<file path="src/rtl/mul_div_unit.sv">
// Iterative MULTU/DIVU unit with HI/LO registers and MTHI/MTLO writes; one result bit per cycle.
// Optional signed MULT/DIV support is compiled in when MDU_SIGNED_EN is defined.
module mul_div_unit #(
    parameter int unsigned WIDTH = 32
) (
    input  logic             clk,
    input  logic             rst,
    input  logic             start,
    input  logic [1:0]       op,
    input  logic             sgn,
    input  logic [WIDTH-1:0] a,
    input  logic [WIDTH-1:0] b,
    output logic             busy,
    output logic             done,
    output logic             div_by_zero,
    output logic [WIDTH-1:0] hi,
    output logic [WIDTH-1:0] lo
);

    localparam int unsigned CW = (WIDTH > 1) ? $clog2(WIDTH) : 1;
    localparam logic [CW-1:0] LAST = CW'(WIDTH - 1);

    typedef enum logic [1:0] {S_IDLE, S_MUL, S_DIV, S_FIN} state_t;

    state_t             r_state;
    logic [CW-1:0]      r_cnt;
    logic [2*WIDTH-1:0] r_acc;
    logic [WIDTH-1:0]   r_opnd;
    logic [WIDTH-1:0]   r_a_orig;
    logic               r_is_div;
    logic               r_dbz;
    logic               r_neg_q;
    logic               r_neg_r;

    logic [WIDTH-1:0]   w_a_mag;
    logic [WIDTH-1:0]   w_b_mag;
    logic               w_neg_q;
    logic               w_neg_r;

`ifdef MDU_SIGNED_EN
    logic w_a_neg;
    logic w_b_neg;
    assign w_a_neg = sgn & a[WIDTH-1];
    assign w_b_neg = sgn & b[WIDTH-1];
    assign w_a_mag = w_a_neg ? -a : a;
    assign w_b_mag = w_b_neg ? -b : b;
    assign w_neg_q = w_a_neg ^ w_b_neg;
    assign w_neg_r = w_a_neg;
`else
    logic w_unused_sgn;
    assign w_unused_sgn = sgn;
    assign w_a_mag = a;
    assign w_b_mag = b;
    assign w_neg_q = 1'b0;
    assign w_neg_r = 1'b0;
`endif

    // Shift-add: upper half accumulates, lower half shifts the multiplier out.
    logic [WIDTH:0]     w_mul_sum;
    logic [2*WIDTH-1:0] w_mul_next;
    assign w_mul_sum  = {1'b0, r_acc[2*WIDTH-1:WIDTH]} + (r_acc[0] ? {1'b0, r_opnd} : '0);
    assign w_mul_next = {w_mul_sum, r_acc[WIDTH-1:1]};

    // Restoring divide: upper half is the partial remainder, lower half dividend/quotient.
    logic [WIDTH:0]     w_div_sh;
    logic               w_div_ge;
    logic [WIDTH-1:0]   w_div_diff;
    logic [2*WIDTH-1:0] w_div_next;
    assign w_div_sh   = {r_acc[2*WIDTH-1:WIDTH], r_acc[WIDTH-1]};
    assign w_div_ge   = w_div_sh >= {1'b0, r_opnd};
    assign w_div_diff = w_div_sh[WIDTH-1:0] - r_opnd;
    assign w_div_next = w_div_ge ? {w_div_diff, r_acc[WIDTH-2:0], 1'b1}
                                 : {w_div_sh[WIDTH-1:0], r_acc[WIDTH-2:0], 1'b0};

    logic [2*WIDTH-1:0] w_prod_res;
    logic [WIDTH-1:0]   w_quo_res;
    logic [WIDTH-1:0]   w_rem_res;
    assign w_prod_res = r_neg_q ? -r_acc : r_acc;
    assign w_quo_res  = r_neg_q ? -r_acc[WIDTH-1:0] : r_acc[WIDTH-1:0];
    assign w_rem_res  = r_neg_r ? -r_acc[2*WIDTH-1:WIDTH] : r_acc[2*WIDTH-1:WIDTH];

    always_ff @(posedge clk or posedge rst) begin
        if (rst) begin
            r_state     <= S_IDLE;
            r_cnt       <= '0;
            r_acc       <= '0;
            r_opnd      <= '0;
            r_a_orig    <= '0;
            r_is_div    <= 1'b0;
            r_dbz       <= 1'b0;
            r_neg_q     <= 1'b0;
            r_neg_r     <= 1'b0;
            busy        <= 1'b0;
            done        <= 1'b0;
            div_by_zero <= 1'b0;
            hi          <= '0;
            lo          <= '0;
        end else begin
            done <= 1'b0;
            case (r_state)
                S_IDLE: begin
                    if (start) begin
                        case (op)
                            2'b00: begin
                                r_acc    <= {{WIDTH{1'b0}}, w_b_mag};
                                r_opnd   <= w_a_mag;
                                r_is_div <= 1'b0;
                                r_dbz    <= 1'b0;
                                r_neg_q  <= w_neg_q;
                                r_neg_r  <= 1'b0;
                                r_cnt    <= '0;
                                busy     <= 1'b1;
                                r_state  <= S_MUL;
                            end
                            2'b01: begin
                                r_acc    <= {{WIDTH{1'b0}}, w_a_mag};
                                r_opnd   <= w_b_mag;
                                r_a_orig <= a;
                                r_is_div <= 1'b1;
                                r_dbz    <= (b == '0);
                                r_neg_q  <= w_neg_q;
                                r_neg_r  <= w_neg_r;
                                r_cnt    <= '0;
                                busy     <= 1'b1;
                                r_state  <= S_DIV;
                            end
                            2'b10: begin
                                hi          <= a;
                                done        <= 1'b1;
                                div_by_zero <= 1'b0;
                            end
                            default: begin
                                lo          <= a;
                                done        <= 1'b1;
                                div_by_zero <= 1'b0;
                            end
                        endcase
                    end
                end
                S_MUL, S_DIV: begin
                    r_acc <= (r_state == S_MUL) ? w_mul_next : w_div_next;
                    if (r_cnt == LAST) begin
                        busy    <= 1'b0;
                        r_state <= S_FIN;
                    end else begin
                        r_cnt <= r_cnt + CW'(1);
                    end
                end
                S_FIN: begin
                    done        <= 1'b1;
                    div_by_zero <= r_dbz;
                    r_cnt       <= '0;
                    r_state     <= S_IDLE;
                    if (!r_is_div) begin
                        {hi, lo} <= w_prod_res;
                    end else if (r_dbz) begin
                        hi <= r_a_orig;
                        lo <= '1;
                    end else begin
                        hi <= w_rem_res;
                        lo <= w_quo_res;
                    end
                end
                default: r_state <= S_IDLE;
            endcase
        end
    end

endmodule

</file>
<file path="config.mk">
export PLATFORM = sky130hd
export DESIGN_NAME = mul_div_unit
export DESIGN_NICKNAME = d
export VERILOG_FILES = /design/src/rtl/mul_div_unit.sv
export SDC_FILE = /design/constraint.sdc
export NUM_CORES = 1
export LEC_CHECK = 0
export CORE_MARGIN = 2
export CORE_UTILIZATION = 45
export DETAILED_ROUTE_END_ITERATION = 10
export GPL_TIMING_DRIVEN = 1
export PLACE_DENSITY = 0.74
export SLEW_MARGIN = 20
export SYNTH_ARGS = -nofsm -noshare
export SYNTH_HDL_FRONTEND = slang
export SYNTH_SLANG_ARGS = --single-unit
</file>
<file path="constraint.sdc">
create_clock -name clk -period 6.59 [get_ports clk]
set_clock_uncertainty 0.2 [all_clocks]
set_input_delay 1.318 -clock clk [delete_from_list [all_inputs] [get_ports clk]]
set_output_delay 1.318 -clock clk [all_outputs]
set_load 0.01 [all_outputs]
</file>
# ---- After elaboration in Yosys (flattened, before gate mapping)
# Index checks and enable logic that the tools add are counted.
dict set report totals {
  register_bits 204
  inputBits 70
  out_inout_bits 67
  wordCells 85
}
dict set report op_classes {
  n_addsub 3
  magnitude_cmp 1
  n_eq_ne 14
  muxes 37
  reduce_logical 18
}
# operator count
set op_table {}
lappend op_table {{32-bit two-way mux} 9}
lappend op_table {{64-bit one-hot mux with 2 select lines} 2}
lappend op_table {{64-bit two-way mux} 3}
lappend op_table {{32-bit one-hot mux with 2 select lines} 3}
lappend op_table {{32-bit by 32-bit adder with 33-bit output} 1}
lappend op_table {{33-bit by 32-bit >= comparator with 1-bit output} 1}
lappend op_table {{32-bit logical NOT} 1}
lappend op_table {{32-bit subtractor} 1}
lappend op_table {{3-bit AND reduction} 8}
lappend op_table {{5-bit two-way mux} 3}
lappend op_table {{5-bit one-hot mux with 3 select lines} 1}
lappend op_table {{2-bit != test (second input constant)} 6}
lappend op_table {{1-bit one-hot mux with 2 select lines} 5}
lappend op_table {{1-bit two-way mux} 7}
lappend op_table {{2-bit == test (second input constant)} 3}
lappend op_table {{2-bit one-hot mux with 3 select lines} 1}
lappend op_table {{2-bit nonzero test} 3}
lappend op_table {{5-bit by 1-bit adder with 5-bit output (second input constant)} 1}
lappend op_table {{5-bit == test (second input constant)} 1}
lappend op_table {{2-bit by 1-bit == test with 1-bit output (second input constant)} 2}
lappend op_table {{2-bit logical NOT} 2}
lappend op_table {{2-bit two-way mux} 2}
lappend op_table {{2-bit one-hot mux with 2 select lines} 1}
lappend op_table {{4-bit AND reduction} 1}
lappend op_table {{other kinds (4)} 5}

# ---- Longest topological paths before layout
dict set report logic_depth {
  ltp_word 5
  ltp_mapped 14
}

# ---- Worst setup path after synthesis
# OpenSTA, ideal clock, no wires.
dict set report synth_timing {
  path_type {reg2reg}
  start {register r_acc[0]}
  end {register r_acc[61]}
  setup_ns 0.123
  arrival_time_ns 3.007
  path_slack_ns 3.260
  stages_incl_launch_ff 15
  path_buffers 1
  path_cell_list {dfrtp_1 > clkbuf_1 > and2_1 > ha_1 > inv_1 > fa_1 > nand2b_1 > a2111oi_0 > nor3_1 > o21ai_1 > a31oi_1 > o21ai_1 > a31oi_1 > mux2i_1 > o21ai_1}
}
dict set report synth_via {
  elab_chain_len 4
}
# item line_no
set synth_lines {}
lappend synth_lines {{from (decl)} 27} ;# logic [2*WIDTH-1:0] r_acc;
lappend synth_lines {{from (signal assigned)} 105} ;# r_acc <= {{WIDTH{1'b0}}, w_b_mag};
lappend synth_lines {{from (signal assigned)} 116} ;# r_acc <= {{WIDTH{1'b0}}, w_a_mag};
lappend synth_lines {{from (signal assigned)} 141} ;# r_acc <= (r_state == S_MUL) ? w_mul_next : w_div_next;
lappend synth_lines {{32-bit two-way mux} 61} ;# assign w_mul_sum = {1'b0, r_acc[2*WIDTH-1:WIDTH]} + (r_acc[0] ? {1'b0, r_opnd} : '0);
lappend synth_lines {{32-bit by 32-bit adder with 33-bit output} 61}
lappend synth_lines {{64-bit two-way mux} 141}
lappend synth_lines {{64-bit one-hot mux with 2 select lines} 100} ;# case (r_state)
# Every way passes these cells.
# A chain may end at the register's enable or synchronous reset.

# ---- Worst setup path after layout
dict set report layout_timing {
  start {register r_acc[0]}
  end {register r_acc[59]}
}
# The elaborated chain is that of the path after synthesis.

==> summary.md <==
| Metric | Value |
|---|---|
| Die W | `between 150 and 200 um` |
| First-pass GRT wire length | `73000 um` |
| Final Max Tran Viols | `0` |
| Status | `completed` |
| Worst R2R Start | `r_acc[0]$_DFFE_PP0P_` |
| Hold Crit Class | `reg2reg` |
| MaxCap Viol Count | `0` |
| Combinational power share | `0.597` |
| Worst setup EP type | `flop` |
| Startpoint Class | `flop` |
| Peak VDD IR | `a little under 0.0004 V` |
| Fill count | `2838` |
| TritonRoute pass-1 iters | `5` |
| Reg2reg path depth | `14` |
| Worst EP arrival | `5.20 ns` |
| Cts hold-fix bufs | `0` |
| Vias per cell | `6.23` |
| Placed cells | `around 2200` |
| Die Area | `32700 sq um` |
| Vias | `13700` |
| Largest net degree at the start of global routing | `162` |
| CTS tree | `yes` |
| Worst-margin pin slew | `about 1.2 ns` |
| Routed Antenna Nets | `0` |
| Hold Vio Cnt, Final | `0` |
| Final Setup Violations | `0` |
| RSZ-0062 raised after global routing | `no` |
| Clock Latency Late Sink | `0.53 ns` |
| Switching power total | `4.37 mW` |
| Initial Util | `0.459` |
| Core area | `~31000 sq um` |
| Max Freq | `201 MHz` |
| Ys Warns | `0` |
| Root buf cell | `clkbuf_16` |
| Hold-critical path depth | `2` |
| Synth Register Bits | `204` |
| Clk sinks | `204` |
| R2r endpoint | `r_acc[59]$_DFFE_PP0P_` |
| Initial antenna violation count | `0` |
| Tmin final | `4.96 ns` |
| Worst endpoint required time | `6.82 ns` |
| Setup bufs post-CTS | `0` |
| Reg2Reg Setup Slack | `about 1.6 ns` |
| Seq pwr share | `0.251` |
| Average size of a mapped cell | `8.15 sq um` |
| Die Ht | `181 um` |
| Final net count | `a little under 2000` |
| Layout Cells excl Fill | `~2200` |
| Post-synth EDFFs | `0` |
| Cells after synthesis | `1725` |
| Hold_sp | `r_is_div$_DFFE_PP0P_` |
| Number of gates resized after CTS | `0` |
| Internal power | `4.88 mW` |
| Seq/Total Area, Yosys | `0.363` |
| FFs w/ async S/R, synth | `1.00` |
| Setup TNS | `0 ns` |
| CTS Buf Count | `24` |
| Ant. Diodes | `0` |
| Syn_nets | `1866` |
| Grt ovf | `0` |
| Reg clk slew, reported paths | `0.07 ns` |
| Footprint of the multi-input gates | `8220 sq um` |
| P_leak | `7.15 nW` |
| Most used DFF post-synth | `dfrtp_1` |
| Post-Syn Area | `14100 sq um` |
| Clock Power Share | `0.152` |
| Residual DRC | `0` |
| Share of cells above drive strength 1 | `0.0663` |
| Slew headroom | `0.225` |
| Max Root-Sink Buffers | `3` |
| Overall global routing resource usage | `0.276` |
| Vias in the first global route | `13100` |
| DR iter-0 viols | `between 1000 and 1500` |
| P&R area growth vs syn | `17.5%` |
| Rows | `64` |
| PortBufs | `135` |
| Post-Place Worst Slack | `~1.6 ns` |
| Post-DP HPWL | `32600 um` |
| Switching portion of total power | `0.472` |
| Hold Crit Endpoint | `r_is_div$_DFFE_PP0P_` |
| H-tree levels | `1` |
| IO Count | `137` |
| Gpl congestion | `roughly 0.95` |
| CP Max Fanout | `20` |
| Power Dens Cells | `approximately 560 nW/um^2` |
| WL/cell | `roughly 21 um` |
| Period utilization | `0.753` |
| WS Path Type | `reg2reg` |
| Post-Route WL | `46100 um` |
| Register area | `5100 sq um` |
| Synth cell types | `67` |
| Final WS setup | `1.63 ns` |
| Total power draw | `around 9.3 mW` |
[cell families after synthesis]
| kind of cell | synth area share |
|---|---|
| buffers and inverters | 0.0563 |
| XOR/XNOR | 0.0324 |
| AND/OR/NAND/NOR | 0.175 |
| multiplexers | 0.0528 |
| flip-flops | 0.363 |
| adder cells (fa/ha/maj) | 0.0642 |
| AO/OA/AOI/OAI | 0.257 |
[flip-flops by register name, indices dropped and copies added (netlist names), 2 cells and up]
signal,cells
r_state,2
lo,32
hi,32
r_cnt,5
r_acc,64
r_opnd,32
r_a_orig,32
[final cells by class]
type                       count  share of cell area
multi-input combinational   1313               0.497
sequential                   204               0.309
timing repair buffer         156              0.0921
clock buffer                  27              0.0395
tap                          396              0.0300
inverter                      93              0.0214
clock inverter                17              0.0105
[layer usage]
metal	track usage	vias up	wire length, um
li1	-	6337	-
met1	0.380	6672	19700
met2	0.430	605	21000
met3	0.0375	124	3080
met4	0.128	0	2320
met5	0	-	0
[cell usage in the layout (no fill, tap or decap), drive strengths merged, types with 9 or more instances in the layout]
master / n
nand2: 299
dfrtp: 204
o21ai: 184
clkdlybuf4s50: 135
a21oi: 121
inv: 91
nor2: 73
ha: 69
nand3: 55
o211ai: 55
and2: 38
mux2i: 37
o221ai: 36
o22ai: 33
mux2: 33
a21o: 31
xnor2: 30
clkbuf: 27
xor2: 22
buf: 21
a31oi: 18
nand4: 17
a211oi: 17
o21bai: 15
nor3: 14
and3: 11
clkinv: 11
a22o: 10
nand2b: 9
nor4: 9
[metrics by stage]
step | area (sq um) | hold slack [ns] | utilization
after floorplan | 14100 | 0.262 | -
after global placement | 15700 | 0.277 | 0.512
after global routing | 16500 | 0.326 | 0.539
after CTS | 16500 | 0.300 | 0.539
after detailed placement | 15700 | 0.285 | 0.512
final | 16500 | 0.297 | 0.539
[Yosys cell counts, types with 4 or more instances]
library cell / n / area (sq um)
mux2i_1: 37 / 370
o21ai_0: 165 / 826
a32o_1: 6 / 60.1
nand3_1: 55 / 275
a211oi_1: 17 / 128
o21ai_1: 18 / 90.1
a21o_1: 31 / 233
nor2_1: 72 / 270
dfrtp_1: 204 / 5100
o22ai_1: 33 / 206
nor3_1: 14 / 70.1
nand2b_1: 9 / 56.3
o221ai_1: 36 / 315
ha_1: 69 / 863
a21oi_1: 120 / 601
and3_1: 11 / 68.8
o21a_1: 4 / 30.0
and4_1: 4 / 35.0
o211ai_1: 55 / 413
xor2_1: 22 / 193
nor4_1: 9 / 56.3
nor2b_1: 8 / 50.1
nand4_1: 17 / 106
inv_1: 92 / 345
xnor2_1: 30 / 263
nand2_1: 298 / 1120
clkbuf_1: 93 / 349
mux2_2: 33 / 372
buf_1: 18 / 67.6
o21bai_1: 15 / 113
o31ai_1: 5 / 37.5
and2_1: 38 / 238
a31oi_1: 18 / 113
a22o_1: 10 / 87.6
[critical path, stage by stage, from the launching register on]
cell and delay (ns):
dfrtp_1 0.79, buf_4 0.35, and2_1 0.18, ha_1 0.20
inv_1 0.07, fa_1 0.40, nand2b_1 0.21, a2111oi_0 0.81
nor3_1 0.24, o21ai_1 0.34, a31oi_1 0.33, o21ai_1 0.29
xnor2_1 0.15, a22oi_1 0.09, o211ai_1 0.22
[power by group through the flow]
stage	clock [mW]	sequential [mW]	combinational (mW)
final	1.41	2.32	5.52
after global routing	1.47	2.40	6.08
after CTS	1.42	2.31	5.46
after detailed placement	0	2.32	5.41
after global placement	0	2.30	5.31
after floorplan	0	2.27	3.81
[worst max path at each step]
stage / from / slack, ns / cells past startpoint / to
4_1_cts: r_acc[0]$_DFFE_PP0P_ / 1.63 / 14 / r_acc[57]$_DFFE_PP0P_
6_report: r_acc[0]$_DFFE_PP0P_ / 1.63 / 14 / r_acc[59]$_DFFE_PP0P_
2_1_floorplan: rst / 2.43 / 1 / busy$_DFFE_PP0P_
3_5_place_dp: r_acc[0]$_DFFE_PP0P_ / 1.63 / 14 / r_acc[57]$_DFFE_PP0P_
5_1_grt: r_acc[0]$_DFFE_PP0P_ / 1.30 / 14 / r_acc[63]$_DFFE_PP0P_
3_3_place_gp: r_acc[0]$_DFFE_PP0P_ / 1.77 / 14 / r_acc[57]$_DFFE_PP0P_
(Power assumes the default switching activity.)
